--- src/rtl/hazard_ctrl_if.sv ---
// Hazard controller bundle: operand/destination tags from the pipeline
// stages in, stall/flush/forwarding controls out.
// With HAZARD_PERF_EN defined the bundle also carries the two perf counters.
interface hazard_ctrl_if;
    logic [4:0]  rs1_d;
    logic [4:0]  rs2_d;
    logic [4:0]  rs1_e;
    logic [4:0]  rs2_e;
    logic [4:0]  rd_e;
    logic        rd_write_e;
    logic [1:0]  rd_write_src_e;
    logic        pc_write_e;
    logic        mc_req_e;
    logic [4:0]  rd_m;
    logic        rd_write_m;
    logic [4:0]  rd_w;
    logic        rd_write_w;
    logic        stall_f;
    logic        stall_d;
    logic        stall_e;
    logic        flush_d;
    logic        flush_e;
    logic [1:0]  forwarding_rs1_e;
    logic [1:0]  forwarding_rs2_e;
    logic        mc_start;
    logic        mc_busy;
`ifdef HAZARD_PERF_EN
    logic [31:0] perf_stall_cnt;
    logic [31:0] perf_flush_cnt;

    modport master (
        output rs1_d, rs2_d, rs1_e, rs2_e, rd_e, rd_write_e, rd_write_src_e,
               pc_write_e, mc_req_e, rd_m, rd_write_m, rd_w, rd_write_w,
        input  stall_f, stall_d, stall_e, flush_d, flush_e,
               forwarding_rs1_e, forwarding_rs2_e, mc_start, mc_busy,
               perf_stall_cnt, perf_flush_cnt
    );

    modport slave (
        input  rs1_d, rs2_d, rs1_e, rs2_e, rd_e, rd_write_e, rd_write_src_e,
               pc_write_e, mc_req_e, rd_m, rd_write_m, rd_w, rd_write_w,
        output stall_f, stall_d, stall_e, flush_d, flush_e,
               forwarding_rs1_e, forwarding_rs2_e, mc_start, mc_busy,
               perf_stall_cnt, perf_flush_cnt
    );
`else
    modport master (
        output rs1_d, rs2_d, rs1_e, rs2_e, rd_e, rd_write_e, rd_write_src_e,
               pc_write_e, mc_req_e, rd_m, rd_write_m, rd_w, rd_write_w,
        input  stall_f, stall_d, stall_e, flush_d, flush_e,
               forwarding_rs1_e, forwarding_rs2_e, mc_start, mc_busy
    );

    modport slave (
        input  rs1_d, rs2_d, rs1_e, rs2_e, rd_e, rd_write_e, rd_write_src_e,
               pc_write_e, mc_req_e, rd_m, rd_write_m, rd_w, rd_write_w,
        output stall_f, stall_d, stall_e, flush_d, flush_e,
               forwarding_rs1_e, forwarding_rs2_e, mc_start, mc_busy
    );
`endif
endinterface

--- src/rtl/hazard_ctrl.sv ---
// hazard_ctrl: central hazard controller for the five-stage pipeline.
// Produces fetch/decode/execute stall and flush, execute-stage operand
// forwarding selects, and sequences iterative multi-cycle execute ops by
// holding the pipeline for MC_LATENCY-1 cycles.
// Optional feature macro: HAZARD_PERF_EN adds perf_stall_cnt/perf_flush_cnt.
module hazard_ctrl #(
    parameter int MC_LATENCY = 32
) (
    input  logic          clk,
    input  logic          rst,
    hazard_ctrl_if.slave  hz
);

    typedef enum logic {IDLE, BUSY} state_t;

    // A latency of 1 means the op completes in its own execute cycle.
    localparam logic       MC_MULTI = (MC_LATENCY > 1);
    localparam logic [7:0] MC_LOAD  = (MC_LATENCY > 1) ? 8'(MC_LATENCY - 2) : 8'd0;

    state_t     state;
    logic [7:0] cnt;

    logic       mc_start_c;
    logic       mc_hold_c;
    logic       load_use_c;
    logic       stall_f_c;
    logic       stall_d_c;
    logic       stall_e_c;
    logic       flush_d_c;
    logic       flush_e_c;
    logic [1:0] fwd1_c;
    logic [1:0] fwd2_c;

    // Memory-stage result is younger than writeback, so it wins.
    function automatic logic [1:0] fwd_sel(
        input logic [4:0] rs,
        input logic [4:0] rd_m,
        input logic       wr_m,
        input logic [4:0] rd_w,
        input logic       wr_w
    );
        if (wr_m && (rd_m != 5'd0) && (rd_m == rs))
            return 2'b10;
        else if (wr_w && (rd_w != 5'd0) && (rd_w == rs))
            return 2'b01;
        else
            return 2'b00;
    endfunction

    // Multi-cycle sequencer: load the counter on op start, count down while busy.
    always_ff @(posedge clk) begin
        if (rst) begin
            state <= IDLE;
            cnt   <= 8'd0;
        end else begin
            case (state)
                IDLE: begin
                    if (hz.mc_req_e && MC_MULTI) begin
                        state <= BUSY;
                        cnt   <= MC_LOAD;
                    end
                end
                BUSY: begin
                    if (cnt != 8'd0)
                        cnt <= cnt - 8'd1;
                    else
                        state <= IDLE;
                end
                default: begin
                    state <= IDLE;
                    cnt   <= 8'd0;
                end
            endcase
        end
    end

    // Stall/flush/forward decision. The op start and the countdown must act
    // in the request cycle itself, so these are decoded from the FSM state
    // and the live inputs rather than registered.
    always_comb begin
        mc_start_c = 1'b0;
        mc_hold_c  = 1'b0;
        load_use_c = 1'b0;
        stall_f_c  = 1'b0;
        stall_d_c  = 1'b0;
        stall_e_c  = 1'b0;
        flush_d_c  = 1'b0;
        flush_e_c  = 1'b0;
        fwd1_c     = 2'b00;
        fwd2_c     = 2'b00;
        if (!rst) begin
            fwd1_c = fwd_sel(hz.rs1_e, hz.rd_m, hz.rd_write_m, hz.rd_w, hz.rd_write_w);
            fwd2_c = fwd_sel(hz.rs2_e, hz.rd_m, hz.rd_write_m, hz.rd_w, hz.rd_write_w);

            // In BUSY with cnt==0 the op advances and mc_req_e is not re-sampled.
            mc_start_c = (state == IDLE) && hz.mc_req_e && MC_MULTI;
            mc_hold_c  = mc_start_c || ((state == BUSY) && (cnt != 8'd0));

            load_use_c = hz.rd_write_e && (hz.rd_write_src_e == 2'b01) &&
                         (hz.rd_e != 5'd0) &&
                         ((hz.rd_e == hz.rs1_d) || (hz.rd_e == hz.rs2_d));

            // Priority: multi-cycle hold > taken branch > load-use bubble.
            if (mc_hold_c) begin
                stall_f_c = 1'b1;
                stall_d_c = 1'b1;
                stall_e_c = 1'b1;
            end else if (hz.pc_write_e) begin
                flush_d_c = 1'b1;
                flush_e_c = 1'b1;
            end else if (load_use_c) begin
                stall_f_c = 1'b1;
                stall_d_c = 1'b1;
                flush_e_c = 1'b1;
            end
        end
    end

    assign hz.stall_f          = stall_f_c;
    assign hz.stall_d          = stall_d_c;
    assign hz.stall_e          = stall_e_c;
    assign hz.flush_d          = flush_d_c;
    assign hz.flush_e          = flush_e_c;
    assign hz.forwarding_rs1_e = fwd1_c;
    assign hz.forwarding_rs2_e = fwd2_c;
    assign hz.mc_start         = mc_start_c;
    assign hz.mc_busy          = mc_hold_c;

`ifdef HAZARD_PERF_EN
    logic [31:0] perf_stall_q;
    logic [31:0] perf_flush_q;

    // Free-running event counters; wrap naturally at 2^32.
    always_ff @(posedge clk) begin
        if (rst) begin
            perf_stall_q <= 32'd0;
            perf_flush_q <= 32'd0;
        end else begin
            if (stall_f_c)
                perf_stall_q <= perf_stall_q + 32'd1;
            if (flush_d_c)
                perf_flush_q <= perf_flush_q + 32'd1;
        end
    end

    assign hz.perf_stall_cnt = perf_stall_q;
    assign hz.perf_flush_cnt = perf_flush_q;
`endif

endmodule

--- src/flat_wrapper.sv ---
// flat-port wrapper written by rule: the top's interface ports become plain ports
module hazard_ctrl_flat 
#(
    parameter int MC_LATENCY = 32
)
  (clk, rst, hz_rs1_d, hz_rs2_d, hz_rs1_e, hz_rs2_e, hz_rd_e, hz_rd_write_e, hz_rd_write_src_e, hz_pc_write_e, hz_mc_req_e, hz_rd_m, hz_rd_write_m, hz_rd_w, hz_rd_write_w, hz_stall_f, hz_stall_d, hz_stall_e, hz_flush_d, hz_flush_e, hz_forwarding_rs1_e, hz_forwarding_rs2_e, hz_mc_start, hz_mc_busy);
  hazard_ctrl_if hz_i ();
  input  logic clk;
  input  logic rst;
  input wire logic [$bits(hz_i.rs1_d)-1:0] hz_rs1_d;
  input wire logic [$bits(hz_i.rs2_d)-1:0] hz_rs2_d;
  input wire logic [$bits(hz_i.rs1_e)-1:0] hz_rs1_e;
  input wire logic [$bits(hz_i.rs2_e)-1:0] hz_rs2_e;
  input wire logic [$bits(hz_i.rd_e)-1:0] hz_rd_e;
  input wire logic [$bits(hz_i.rd_write_e)-1:0] hz_rd_write_e;
  input wire logic [$bits(hz_i.rd_write_src_e)-1:0] hz_rd_write_src_e;
  input wire logic [$bits(hz_i.pc_write_e)-1:0] hz_pc_write_e;
  input wire logic [$bits(hz_i.mc_req_e)-1:0] hz_mc_req_e;
  input wire logic [$bits(hz_i.rd_m)-1:0] hz_rd_m;
  input wire logic [$bits(hz_i.rd_write_m)-1:0] hz_rd_write_m;
  input wire logic [$bits(hz_i.rd_w)-1:0] hz_rd_w;
  input wire logic [$bits(hz_i.rd_write_w)-1:0] hz_rd_write_w;
  output wire logic [$bits(hz_i.stall_f)-1:0] hz_stall_f;
  output wire logic [$bits(hz_i.stall_d)-1:0] hz_stall_d;
  output wire logic [$bits(hz_i.stall_e)-1:0] hz_stall_e;
  output wire logic [$bits(hz_i.flush_d)-1:0] hz_flush_d;
  output wire logic [$bits(hz_i.flush_e)-1:0] hz_flush_e;
  output wire logic [$bits(hz_i.forwarding_rs1_e)-1:0] hz_forwarding_rs1_e;
  output wire logic [$bits(hz_i.forwarding_rs2_e)-1:0] hz_forwarding_rs2_e;
  output wire logic [$bits(hz_i.mc_start)-1:0] hz_mc_start;
  output wire logic [$bits(hz_i.mc_busy)-1:0] hz_mc_busy;
  assign hz_i.rs1_d = hz_rs1_d;
  assign hz_i.rs2_d = hz_rs2_d;
  assign hz_i.rs1_e = hz_rs1_e;
  assign hz_i.rs2_e = hz_rs2_e;
  assign hz_i.rd_e = hz_rd_e;
  assign hz_i.rd_write_e = hz_rd_write_e;
  assign hz_i.rd_write_src_e = hz_rd_write_src_e;
  assign hz_i.pc_write_e = hz_pc_write_e;
  assign hz_i.mc_req_e = hz_mc_req_e;
  assign hz_i.rd_m = hz_rd_m;
  assign hz_i.rd_write_m = hz_rd_write_m;
  assign hz_i.rd_w = hz_rd_w;
  assign hz_i.rd_write_w = hz_rd_write_w;
  assign hz_stall_f = hz_i.stall_f;
  assign hz_stall_d = hz_i.stall_d;
  assign hz_stall_e = hz_i.stall_e;
  assign hz_flush_d = hz_i.flush_d;
  assign hz_flush_e = hz_i.flush_e;
  assign hz_forwarding_rs1_e = hz_i.forwarding_rs1_e;
  assign hz_forwarding_rs2_e = hz_i.forwarding_rs2_e;
  assign hz_mc_start = hz_i.mc_start;
  assign hz_mc_busy = hz_i.mc_busy;
  hazard_ctrl #(.MC_LATENCY(MC_LATENCY)) u_core (.clk(clk), .rst(rst), .hz(hz_i));
endmodule
--- config.mk ---
export PLATFORM = sky130hd
export DESIGN_NAME = hazard_ctrl_flat
export DESIGN_NICKNAME = d
export VERILOG_FILES = /design/src/rtl/hazard_ctrl_if.sv /design/src/rtl/hazard_ctrl.sv /design/src/flat_wrapper.sv
export SDC_FILE = /design/constraint.sdc
export NUM_CORES = 1
export LEC_CHECK = 0
export ABC_AREA = 1
export BUFFER_PORTS_ARGS = -buffer_cell sky130_fd_sc_hd__clkbuf_2
export CORE_MARGIN = 2
export CORE_UTILIZATION = 46
export DETAILED_ROUTE_END_ITERATION = 16
export HOLD_SLACK_MARGIN = 0.05
export PLACE_DENSITY_LB_ADDON = 0.25
export RECOVER_POWER = 25
export SYNTH_ARGS = -nofsm -noshare
export SYNTH_HDL_FRONTEND = slang
export SYNTH_SLANG_ARGS = --single-unit
--- constraint.sdc ---
create_clock -name clk -period 1.44 [get_ports clk]
set_input_delay 0.144 -clock clk [delete_from_list [all_inputs] [get_ports clk]]
set_output_delay 0.144 -clock clk [all_outputs]
set_load 0.01 [all_outputs]
==> metrics.md <==
| Metric | Value |
|---|---|
| Status | finished, violations left |
| Failing checks | setup timing |
| Seq pwr share | 0.233 |
| Mean number of vias per cell | 4.726 |
| Placed Cells | 281 |
| Area share of the largest cell type after synthesis | 0.1652 |
| Final Setup Violations | 12 |
| Hold Path Class | in -> reg |
| Setup Skew | 0.001694 ns |
| CORE AREA | 0.002410 mm2 |
| Final worst path period need | 1.689 ns |
| Fin. max-slew vios | 0 |
| Top-level I/O count | 55 |
| Proportion of layout cells with a drive suffix above 1 | 0.4248 |
| Global-route usage over all layers | 0.2174 |
| CP peak stage delay | 0.33 ns |
| Post-synthesis to final-layout area growth | 55.40% |
| Post-synthesis compound-gate area fraction | 0.08260 |
| Initial antenna violation count | 0 |
| Pwr Density | 816.6 mW/mm2 |
| Hold WS | 0.2128 ns |
| Lkg Pwr | 0.9607 nW |
| Dpl hpwl | 2.241 mm |
| Max cap viols | 0 |
| Ranking of synthesized cells by area | nand2_1 17%, dfxtp_1 16%, inv_1 9.3%, nor2_1 9.3%, nand3_1 8.4% |
| DIE HEIGHT | 53.70 um |
| Post-synthesis sequential area ratio | 0.1586 |
| Row cnt | 18 |
| Initial DRT Pass Iterations | 5 |
| Worst setup slack after layout | -0.2494 ns |
| Final Util | 0.7326 |
| # clock sinks | 9 |
| Crit Path Class | reg -> out |
| Vias in the first global route | 1,222 |
| Diode count | 0 |
| Fmax | 0.5919 GHz |
| Hold buffer count at cts | 0 |
| Global-route wire length before repair | 4.712 mm |
| Post-Synth Adder-Cell Area | 0.02203 |
| CP cell instances | inv_2, ha_4, nand2_4, o21ai_4, nand2_4, buf_12, nand2_8, nand2_4, buf_6 |
| Worst endpoint data arrival time | 1.55 ns |
| Main flop type after synthesis | dfxtp_1 |
| Crit path top cell by count | nand2_4 |
| IO Port Bufs | 54 |
| Register area | 190.2 um2 |
| Number of CTS-inserted buffers | 3 |
| Detailed Route Iter0 Violations | 15 |
| Gpl congestion | 0.7319 |
| DR DRC count | 0 |
| Clock share of power | 0.153 |
| Die area | 0.002883 mm2 |
| CTS tree | done |
| Post-synth top area cell | nand2_1 |
| Startpoint Class | flop |
| Tcrit/Tclk final | 1.173 |
| EDFF count, synth | 0 |
| Setup TNS | -1.701 ns |
| Grt ovf | 0 |
| CP required | 1.30 ns |
| Clock buffer depth | 2 |
| Int Pwr | 827.0 uW |
| Avg WL per Cell | 10.43 um |
| Logic pwr share | 0.613 |
| Mapped Area | 0.001136 mm2 |
| RSZ-0062 raised after global routing | yes |
| Final nets | 313 |
| Fin cells | 296 |
| Switch share | 0.4263 |
| CP Max Fanout | 3 |
| Syn Nets | 239 |
| Mux share of post-synthesis cell area | 0 |
| Fillers | 219 |
| Flops & latches, synth | 9 |
| Maximum vdd drop | 0.6401 mV |
| Clk_lat worst skew | 0.29 ns |
| Largest family of logic cells by synthesized area | simple AND/OR/NAND/NOR gates |
| Htree depth | 1 |
| Initial Utilization | 0.4714 |
| Most common cell after layout, fill and taps aside | clkbuf_2 |
| Synth Area in XOR/XNOR | 0.1465 |
| ANT nets after route | 0 |
| Slowest CP cell | dfxtp_2 |
| Multi-input logic area | 940.9 um2 |
| Syn_area_per_cell | 5.886 um2 |
| Final Hold Viols | 0 |
| Net Sw Power | 614.7 uW |
| Yosys cell types | 24 |
| Reg clk slew, reported paths | 0.07 ns |
| Commonest non-fill, non-tap cells in the layout | 47 x clkbuf_2, 41 x nand2_1, 26 x nor2_1, 26 x inv_1, 16 x nand3_1 |
| Die Width | 53.70 um |
| Worst-Margin Slew | 0.3591 ns |
| Pin count of the biggest net entering global routing | 11 |
| WL final | 3.088 mm |
| Simple-gate share of the synthesized area | 0.4769 |
| CTS root buffer | clkbuf_4 |
| Syn Inst Count | 193 |
| Vias | 1,399 |
| Crit path capture type | output pin |
| Async SR Flop Fraction | 0 |
| YS warnings | 0 |
| Slew headroom | 0.7587 |
## state kept, by name, summed over array words and instances, names as in the netlist
name,flops
u_core.cnt,8
u_core.state,1
## worst paths after layout
| kind | from | end | slack (ns) | cells after the start |
|---|---|---|---|---|
| setup / recovery | u_core.cnt[0] | hz_stall_f | -0.25 | 9 |
| hold / removal | rst | u_core.cnt[2] | 0.21 | 3 |
| setup reg to reg | u_core.cnt[0] | u_core.cnt[7] | -0.10 | 10 |
| hold reg to reg | u_core.cnt[1] | u_core.cnt[1] | 0.46 | 2 |
## per-layer routing
layer	vias up	track usage	wire length, um
met3	5	0.02222	139
met2	34	0.3821	1606
met1	614	0.2633	1273
met5	-	0	0
met4	0	0.09829	68
li1	746	-	-
## power groups by stage
| stage | logic [mW] | registers [mW] | clock network [mW] |
|---|---|---|---|
| 3_3_place_gp | 0.595 | 0.332 | 0 |
| 5_1_grt | 0.966 | 0.342 | 0.233 |
| 2_1_floorplan | 0.405 | 0.331 | 0 |
| 4_1_cts | 0.726 | 0.335 | 0.214 |
| 6_report | 0.884 | 0.336 | 0.221 |
| 3_5_place_dp | 0.600 | 0.334 | 0 |
## cell usage after synthesis (all sizes together) (2+ instances only)
cell,instances
ha,2
a21oi,9
nor3,3
nand4,3
nand3,19
xnor2,9
nor2,31
inv,29
or2,3
o21ai,6
xor2,10
dfxtp,9
buf,3
nand2,54
## repair_timing
action                                  in CTS  in global routing
endpoints found under the setup margin       6                 13
pin swaps                                    7                  8
buffers inserted                             8                  3
gates resized for setup                     21                 32
## through the flow
stage | cell area [um2] | power, mW | setup WS (ns)
global route | 1765 | 1.541 | -0.2976
detailed placement | 1476 | 0.9344 | 0.02613
global placement | 1476 | 0.9266 | 0.05863
floorplan | 1136 | 0.7360 | 0.02582
CTS | 1637 | 1.275 | -0.2120
finish | 1765 | 1.442 | -0.2494
## kinds of logic after synthesis
kind of cell               after synthesis
and+or+nand+nor                        115
AOI/OAI and AO/OA                       16
adders and majority gates                2
buffers and inverters                   32
DFF                                      9
xor gates and xnor gates                19
## worst max-delay path: cells and delay by family (launching register included)
family	cells	cell delay (ns)
AO/OA/AOI/OAI	1	0.18
buffers and inverters	3	0.34
adder cells (fa/ha/maj)	1	0.15
flip-flops	1	0.33
AND/OR/NAND/NOR	4	0.27
## final cells by class
cell class / instances / area share
multi-input combinational: 152 / 0.5330
timing repair buffer: 72 / 0.2587
sequential: 9 / 0.1077
inverter: 29 / 0.06449
tap: 30 / 0.02126
clock buffer: 4 / 0.01488
(Power assumes the default switching activity.)
